[src/rtl/boot_loader_stream_if.sv]
// Stream-in / memory-write-out bundle for boot_loader_stream.
// The loader uses the slave modport; the byte source and ROM side use master.
interface boot_loader_stream_if #(
  parameter int ABITS = 10,
  parameter int DBITS = 32
);
  localparam int BYTES = DBITS / 8;

  logic [7:0]       s_data_i;
  logic             s_valid_i;
  logic             s_ready_o;
  logic [ABITS-1:0] waddr_o;
  logic [DBITS-1:0] din_o;
  logic             we_o;
  logic [BYTES-1:0] be_o;

  modport slave (
    input  s_data_i, s_valid_i,
    output s_ready_o, waddr_o, din_o, we_o, be_o
  );

  modport master (
    output s_data_i, s_valid_i,
    input  s_ready_o, waddr_o, din_o, we_o, be_o
  );
endinterface

[src/rtl/boot_loader_stream.sv]
// Framed byte-stream boot loader: 16-bit length header, payload packed little-endian into DBITS words.
// Define BOOT_LOADER_CSUM_EN to expect a trailing 1-byte XOR checksum after the payload.
module boot_loader_stream #(
  parameter int ABITS = 10,
  parameter int DBITS = 32
) (
  input  logic                  clk_i,
  input  logic                  rst_ni,
  input  logic                  start_i,
  boot_loader_stream_if.slave   bus,
  output logic                  busy_o,
  output logic                  done_o,
  output logic                  error_o
);
  localparam int BYTES = DBITS / 8;
  localparam int LW = (BYTES > 1) ? $clog2(BYTES) : 1;
  localparam logic [31:0] MAX_LEN = 32'(BYTES) << ABITS;

  typedef enum logic [2:0] {
    S_IDLE, S_LEN0, S_LEN1, S_DATA, S_CSUM, S_DONE, S_ERR
  } state_t;

  state_t           state_q, state_d;
  logic [7:0]       len_lo_q, len_lo_d;
  logic [15:0]      rem_q, rem_d;
  logic [LW-1:0]    lane_q, lane_d;
  logic [DBITS-1:0] buf_q, buf_d;
  logic [ABITS-1:0] addr_q, addr_d;
  logic [ABITS-1:0] waddr_q, waddr_d;
  logic [DBITS-1:0] din_q, din_d;
  logic [BYTES-1:0] be_q, be_d;
  logic             we_q, we_d;
  logic             ready_q, ready_d;
  logic             busy_q, busy_d;
  logic             done_q, done_d;
  logic             error_q, error_d;
`ifdef BOOT_LOADER_CSUM_EN
  logic [7:0]       csum_q, csum_d;
`endif

  logic             hs;
  logic [15:0]      len_full;
  logic [DBITS-1:0] word_nxt;
  logic [BYTES-1:0] be_nxt;
  logic             word_end;

  always_comb begin
    state_d  = state_q;
    len_lo_d = len_lo_q;
    rem_d    = rem_q;
    lane_d   = lane_q;
    buf_d    = buf_q;
    addr_d   = addr_q;
    waddr_d  = waddr_q;
    din_d    = din_q;
    be_d     = be_q;
    we_d     = 1'b0;
    done_d   = done_q;
    error_d  = error_q;
`ifdef BOOT_LOADER_CSUM_EN
    csum_d   = csum_q;
`endif

    hs       = bus.s_valid_i & ready_q;
    len_full = {bus.s_data_i, len_lo_q};
    word_nxt = buf_q;
    word_nxt[8*int'(lane_q) +: 8] = bus.s_data_i;
    for (int k = 0; k < BYTES; k++) begin
      be_nxt[k] = (k <= int'(lane_q));
    end
    word_end = (lane_q == LW'(BYTES - 1)) || (rem_q == 16'd1);

    case (state_q)
      S_IDLE, S_DONE, S_ERR: begin
        if (start_i) begin
          state_d = S_LEN0;
          done_d  = 1'b0;
          error_d = 1'b0;
          addr_d  = '0;
          lane_d  = '0;
          buf_d   = '0;
`ifdef BOOT_LOADER_CSUM_EN
          csum_d  = '0;
`endif
        end
      end
      S_LEN0: begin
        if (hs) begin
          len_lo_d = bus.s_data_i;
          state_d  = S_LEN1;
        end
      end
      S_LEN1: begin
        if (hs) begin
          if (len_full == 16'd0 || {16'd0, len_full} > MAX_LEN) begin
            state_d = S_ERR;
            error_d = 1'b1;
          end else begin
            state_d = S_DATA;
            rem_d   = len_full;
          end
        end
      end
      S_DATA: begin
        if (hs) begin
`ifdef BOOT_LOADER_CSUM_EN
          csum_d = csum_q ^ bus.s_data_i;
`endif
          rem_d = rem_q - 16'd1;
          // Buffer is cleared after each write so a short final word has zero upper lanes.
          if (word_end) begin
            we_d    = 1'b1;
            waddr_d = addr_q;
            din_d   = word_nxt;
            be_d    = be_nxt;
            addr_d  = addr_q + 1'b1;
            lane_d  = '0;
            buf_d   = '0;
          end else begin
            buf_d  = word_nxt;
            lane_d = lane_q + 1'b1;
          end
          if (rem_q == 16'd1) begin
`ifdef BOOT_LOADER_CSUM_EN
            state_d = S_CSUM;
`else
            state_d = S_DONE;
            done_d  = 1'b1;
`endif
          end
        end
      end
`ifdef BOOT_LOADER_CSUM_EN
      S_CSUM: begin
        if (hs) begin
          if (bus.s_data_i == csum_q) begin
            state_d = S_DONE;
            done_d  = 1'b1;
          end else begin
            state_d = S_ERR;
            error_d = 1'b1;
          end
        end
      end
`endif
      default: state_d = S_IDLE;
    endcase

    ready_d = (state_d == S_LEN0) || (state_d == S_LEN1) ||
              (state_d == S_DATA) || (state_d == S_CSUM);
    busy_d  = ready_d;
  end

  always_ff @(posedge clk_i or negedge rst_ni) begin
    if (!rst_ni) begin
      state_q  <= S_IDLE;
      len_lo_q <= '0;
      rem_q    <= '0;
      lane_q   <= '0;
      buf_q    <= '0;
      addr_q   <= '0;
      waddr_q  <= '0;
      din_q    <= '0;
      be_q     <= '0;
      we_q     <= 1'b0;
      ready_q  <= 1'b0;
      busy_q   <= 1'b0;
      done_q   <= 1'b0;
      error_q  <= 1'b0;
`ifdef BOOT_LOADER_CSUM_EN
      csum_q   <= '0;
`endif
    end else begin
      state_q  <= state_d;
      len_lo_q <= len_lo_d;
      rem_q    <= rem_d;
      lane_q   <= lane_d;
      buf_q    <= buf_d;
      addr_q   <= addr_d;
      waddr_q  <= waddr_d;
      din_q    <= din_d;
      be_q     <= be_d;
      we_q     <= we_d;
      ready_q  <= ready_d;
      busy_q   <= busy_d;
      done_q   <= done_d;
      error_q  <= error_d;
`ifdef BOOT_LOADER_CSUM_EN
      csum_q   <= csum_d;
`endif
    end
  end

  assign bus.s_ready_o = ready_q;
  assign bus.waddr_o   = waddr_q;
  assign bus.din_o     = din_q;
  assign bus.be_o      = be_q;
  assign bus.we_o      = we_q;
  assign busy_o        = busy_q;
  assign done_o        = done_q;
  assign error_o       = error_q;
endmodule
[src/flat_wrapper.sv]
// flat-port wrapper written by rule: the top's interface ports become plain ports
module boot_loader_stream_flat 
#(
  parameter int ABITS = 10,
  parameter int DBITS = 32
)
  (clk_i, rst_ni, start_i, busy_o, done_o, error_o, bus_s_data_i, bus_s_valid_i, bus_s_ready_o, bus_waddr_o, bus_din_o, bus_we_o, bus_be_o);
  boot_loader_stream_if #(.ABITS(ABITS), .DBITS(DBITS)) bus_i ();
  input  logic clk_i;
  input  logic rst_ni;
  input  logic start_i;
  output logic busy_o;
  output logic done_o;
  output logic error_o;
  input wire logic [$bits(bus_i.s_data_i)-1:0] bus_s_data_i;
  input wire logic [$bits(bus_i.s_valid_i)-1:0] bus_s_valid_i;
  output wire logic [$bits(bus_i.s_ready_o)-1:0] bus_s_ready_o;
  output wire logic [$bits(bus_i.waddr_o)-1:0] bus_waddr_o;
  output wire logic [$bits(bus_i.din_o)-1:0] bus_din_o;
  output wire logic [$bits(bus_i.we_o)-1:0] bus_we_o;
  output wire logic [$bits(bus_i.be_o)-1:0] bus_be_o;
  assign bus_i.s_data_i = bus_s_data_i;
  assign bus_i.s_valid_i = bus_s_valid_i;
  assign bus_s_ready_o = bus_i.s_ready_o;
  assign bus_waddr_o = bus_i.waddr_o;
  assign bus_din_o = bus_i.din_o;
  assign bus_we_o = bus_i.we_o;
  assign bus_be_o = bus_i.be_o;
  boot_loader_stream #(.ABITS(ABITS), .DBITS(DBITS)) u_core (.clk_i(clk_i), .rst_ni(rst_ni), .start_i(start_i), .bus(bus_i), .busy_o(busy_o), .done_o(done_o), .error_o(error_o));
endmodule
[config.mk]
export PLATFORM = sky130hd
export DESIGN_NAME = boot_loader_stream_flat
export DESIGN_NICKNAME = d
export VERILOG_FILES = /design/src/rtl/boot_loader_stream_if.sv /design/src/rtl/boot_loader_stream.sv /design/src/flat_wrapper.sv
export SDC_FILE = /design/constraint.sdc
export NUM_CORES = 1
export LEC_CHECK = 0
export BUFFER_PORTS_ARGS = -buffer_cell sky130_fd_sc_hd__buf_2
export CAP_MARGIN = 20
export CORE_MARGIN = 1.5
export CORE_UTILIZATION = 35
export CTS_BUF_LIST = sky130_fd_sc_hd__clkbuf_8
export CTS_CLUSTER_DIAMETER = 150
export DETAILED_ROUTE_END_ITERATION = 10
export SLEW_MARGIN = 20
export SYNTH_ARGS = -nofsm -noshare
export SYNTH_HDL_FRONTEND = slang
export SYNTH_SLANG_ARGS = --single-unit
[constraint.sdc]
create_clock -name clk_i -period 2.5 [get_ports clk_i]
set_clock_uncertainty 0.15 [all_clocks]
set_input_delay 0.375 -clock clk_i [delete_from_list [all_inputs] [get_ports clk_i]]
set_output_delay 0.375 -clock clk_i [all_outputs]
set_load 0.1 [all_outputs]
# Word-level counts from Yosys, hierarchy flattened
# Cells that the tools add are included.
# word_totals
in_bits,12
register_bits,121
output_inout_bits,51
elab_cells,94
# classes
n_bitwise,1
order_cmp,4
reduce_logical,18
eq_ne,18
muxes,34
addsub,4
shifts,2
# ops
operator,n
$mux 32,3
$pmux 32 s2,1
$mux 16,3
$neg 5->33,1
$shift 8x33->32 const A,1
$shiftx 8x33->32,1
$bwmux 32,1
$pmux 16 s2,1
$mux 10,3
$pmux 10 s2,1
$mux 3,6
$eq 16x1->1 const B,1
$gt 16x13->1 const B,1
$logic_not 16->1,1
$reduce_and 4->1,4
$sub 16x1->16 const B,1
$eq 3x2->1 const B,4
$pmux 3 s4,1
$add 10x1->10 const B,1
$ne 2x1->1 const B,5
$eq 3x3->1 const B,3
$mux 1,8
$eq 3x1->1 const B,2
$mux 2,3
other kinds (14),24

# Longest topological paths before layout
# depth
word_depth,9
ltp_mapped,9
depth_no_buf,7

# Worst setup path after synthesis
# Ideal clock, no wire load.
# synth_path
path_type,register to register
start,register u_core.ready_q (netlist: u_core.bus.s_ready_o)
end,register u_core.waddr_q[4] (netlist: u_core.bus.waddr_o[4])
setup_time_ns,0.125
stages_incl_launch_ff,7
t_required_ns,2.225
period_less_slack_ns,2.794
path_buffers,2
path_slack_ns,-0.294
arrival_ns,2.518
path_cell_list,dfrtp_1 -> nand3b_1 -> or2_2 -> clkbuf_1 -> nor2_2 -> buf_4 -> mux2_2
# synth_via
elab_chain_cells,2
# synth_lines
element,line_no,rtl
"start, declared",boot_loader_stream.sv:33,"logic ready_q, ready_d;"
"start signal, assigned",boot_loader_stream.sv:184,ready_q <= ready_d;
$and 1x1->1,boot_loader_stream.sv:64,hs = bus.s_valid_i & ready_q;
$reduce_and 3->1 (no source line),-,
"end signal, assigned",boot_loader_stream.sv:180,waddr_q <= waddr_d;
"end, declared",boot_loader_stream.sv:29,"logic [ABITS-1:0] waddr_q, waddr_d;"
# No other way between the ends.
# A chain may end at the register's enable or synchronous reset.

# Worst setup path after layout
# layout_path
start,register u_core.rem_q[1]
end,register u_core.addr_q[9]
# layout_via
elab_chain_cells,4
# layout_lines
element,line_no,rtl
"start, declared",boot_loader_stream.sv:25,"logic [15:0] rem_q, rem_d;"
"start signal, assigned",boot_loader_stream.sv:176,rem_q <= rem_d;
$eq 16x1->1,boot_loader_stream.sv:71,word_end = (lane_q == LW'(BYTES - 1)) || (rem_q == 16'd1);
$logic_or 1x1->1,boot_loader_stream.sv:71,
$ne 2x1->1 (no source line),-,
$reduce_and 4->1 (no source line),-,
"end signal, assigned",boot_loader_stream.sv:179,addr_q <= addr_d;
"end, declared",boot_loader_stream.sv:28,"logic [ABITS-1:0] addr_q, addr_d;"
# No other way between the ends.

==> results.yml <==
status:
  status: "finished, final reports clean"
worst_hold_path:
  min_path_type: "input port to register"
  hold_depth: 4
  min_from: "start_i"
  min_to: "u_core.done_o"
detailed_routing:
  drt_iter0_markers: 339
  vias: 4759
  antenna_left: 0
  drc: 0
  wl_per_cell_um: 17.05
  wirelength_um: 14920
  vias_per_cell: 5.439
  first_pass_iters: 5
worst_setup_path:
  path_cells: "inv_1 > ha_1 > nor3b_1 > a41oi_2 > a221oi_1 > or4b_1 > a21oi_1"
  end_kind: "register"
  cp_slowest_cell: "or4b_1"
  criticalPathCategory: "register to register"
  cp-start-kind: "register"
  reg2reg_depth: 7
  rrSetupSlack_ns: 0.19
  r2r-start: "u_core.rem_q[1]"
  critPathRequiredTime_ns: 2.72
  critical_path.max_stage_delay_ns: 0.47
  arrival_ns: 2.53
  critPathMaxFanout: 3
  rr_endpoint: "u_core.addr_q[9]"
floorplanning:
  fp.dieH_um: 132.3
  io_pins: 63
  fp.dieW_um: 132.3
  core-area_sq_um: 16470
  die_area_sq_um: 17500
  rows: 47
  start_util_pct: 35.54
synthesis:
  syn_nets: 594
  synth-main-ff-cell: "dfrtp_1"
  synth_edf_count: 0
  ys_seq_area_share_pct: 51.74
  synthesis.area_per_instance_sq_um: 10.23
  synthArstFlopShare_pct: 100.0
  synthCells: 572
  synthesis.area_sq_um: 5852
  yosysWarnings: 0
  ys_types: 59
  ys_ff_latch: 121
sta:
  worst_pin_slew_ns: 0.6367
  slew_violations: 0
  relSlewSlack_pct: 57.55
  post-route-min-period_ns: 2.312
  post-route-period-util_pct: 92.49
  max_freq_ghz: 0.4325
  hold_ws_ns: 0.1938
  setup_violations: 0
  rsz0062_at_grt: "true"
  hold_viol_final: 0
global_routing:
  grt_use_total_pct: 18.01
  antenna_found_initial: 0
  grt_pass1_vias: 4636
  grt_max_degree: 71
  overflow: 0
  grt_pass1_wl_um: 24850
placed_design:
  gp_congestion: 0.8876
  portBuffers: 62
  hpwl_um: 10250
  place_area_sq_um: 6540
  placedCellCount: 843
job:
  cap_violations: 0
pwr:
  power_density_nw_per_um2: 1296
  p_total_w: 0.008994
  ir_drop_mv: 0.8542
  power_leakage_nw: 3.182
cts:
  post_cts_buffers: 0
  clk_path_buf_depth: 2
  cts_max_level: 4
  clk_pin_slew_ns: 0.07
  clock-sinks: 121
  ctsRootBufferMaster: "clkbuf_8"
  cts_tree: "done"
  clock_latency_ns: 0.44
  cts_made_buffers: 17
cells_and_area:
  drive_gt1_share_pct: 24.89
  design_area_sq_um: 6939
  final_cells: 875
  num-nets-final: 665
  n_antenna_cell: 0
  area_growth_pct: 18.58
## report_power, final
| group | internal (W) | total (W) | switching [W] |
|---|---|---|---|
| Combinational | 0.00111 | 0.00437 | 0.00325 |
| Clock | 0.000825 | 0.00162 | 0.000794 |
| Sequential | 0.00249 | 0.00301 | 0.000518 |
## cell usage after synthesis, types with 10 or more instances
cell,n,share of area (%)
a32o_1,16,2.7
nor2b_1,33,3.5
a22o_1,19,2.8
o21ai_0,10,0.86
clkbuf_1,27,1.7
ha_1,10,2.1
mux2_2,18,3.5
nand2_1,19,1.2
dfrtp_1,121,52
a31oi_1,12,1.3
a21oi_1,88,7.5
nor4_1,10,1.1
nor2_1,61,3.9
## layout make-up
cell class,count,area (sq um)
Sequential cell,121,3029
Tap cell,220,275.3
Fill cell,1604,9527
Inverter,9,33.78
Multi-Input combinational cell,398,2616
Timing Repair Buffer,96,620.6
Clock buffer,19,261.5
Clock inverter,12,102.6
## worst max path at each step
stage                         start                     to  slack [ns]
3_3_place_gp        u_core.rem_q[6]       u_core.addr_q[9]        0.16
6_report            u_core.rem_q[1]       u_core.addr_q[9]        0.19
2_1_floorplan  u_core.bus.s_ready_o  u_core.bus.waddr_o[4]        0.04
5_1_grt             u_core.rem_q[1]       u_core.addr_q[9]       -0.08
3_5_place_dp      u_core.state_q[1]       u_core.buf_q[21]        0.12
4_1_cts           u_core.state_q[1]       u_core.buf_q[17]         0.1
## layer usage
metal  track usage [%]  share of wire, %  up-vias
met4             5.922               1.4        0
met1             24.61                47     2383
li1                  -                 -     2230
met3             3.576               3.9       20
met5                 0                 0        -
met2             28.80                47      126
## registers in the layout (all words and copies together), names as in the netlist
register,flops
u_core.bus.s_ready_o,1
u_core.buf_q,32
u_core.bus.din_o,32
u_core.rem_q,16
u_core.len_lo_q,8
u_core.bus.waddr_o,10
u_core.bus.we_o,1
u_core.lane_q,2
u_core.addr_q,10
u_core.bus.be_o,4
u_core.state_q,3
u_core.done_o,1
u_core.error_o,1
## worst max-delay path, delay by kind of cell, from the launching register on
family / cells / cell delay (ns)
AO/OA/AOI/OAI: 3 / 0.73
AND/OR/NAND/NOR: 2 / 0.69
flip-flops: 1 / 0.39
adder cells (fa/ha/maj): 1 / 0.18
buffers and inverters: 1 / 0.11
## cells in the final DEF (no fill, tap or decap), types with 10 or more instances in the layout
cell type	n
a21oi_1	88
a22o_1	18
a31oi_1	12
a32o_1	16
buf_2	61
buf_4	30
clkbuf_8	19
dfrtp_1	120
ha_1	10
inv_1	10
mux2_2	18
nand2_1	19
nor2_1	61
nor2b_1	33
nor4_1	10
o21ai_0	10
## through the flow
step / setup TNS [ns] / setup WS (ns) / utilization, %
after global placement: 0 / 0.1636 / 39.72
after detailed placement: 0 / 0.1198 / 39.72
after CTS: 0 / 0.09592 / 41.99
after global routing: -0.08132 / -0.08132 / 42.14
final: 0 / 0.1877 / 42.14
after floorplan: 0 / 0.03857 / -
## timing repair
item	CTS	global route
hold buffers	1	0
hold endpoints to repair	42	0
endpoints found under the setup margin	0	38
resized for setup	0	6
## kinds of logic after synthesis
| group | after synthesis | synth area share (%) |
|---|---|---|
| adders and majority gates | 10 | 2.138 |
| buffers and inverters | 53 | 4.276 |
| DFF | 121 | 51.74 |
| and+or+nand+nor | 183 | 16.96 |
| xor gates and xnor gates | 2 | 0.2994 |
| muxes | 22 | 4.148 |
| AOI/OAI and AO/OA | 181 | 20.44 |
Power figures use the tool's default switching activity.
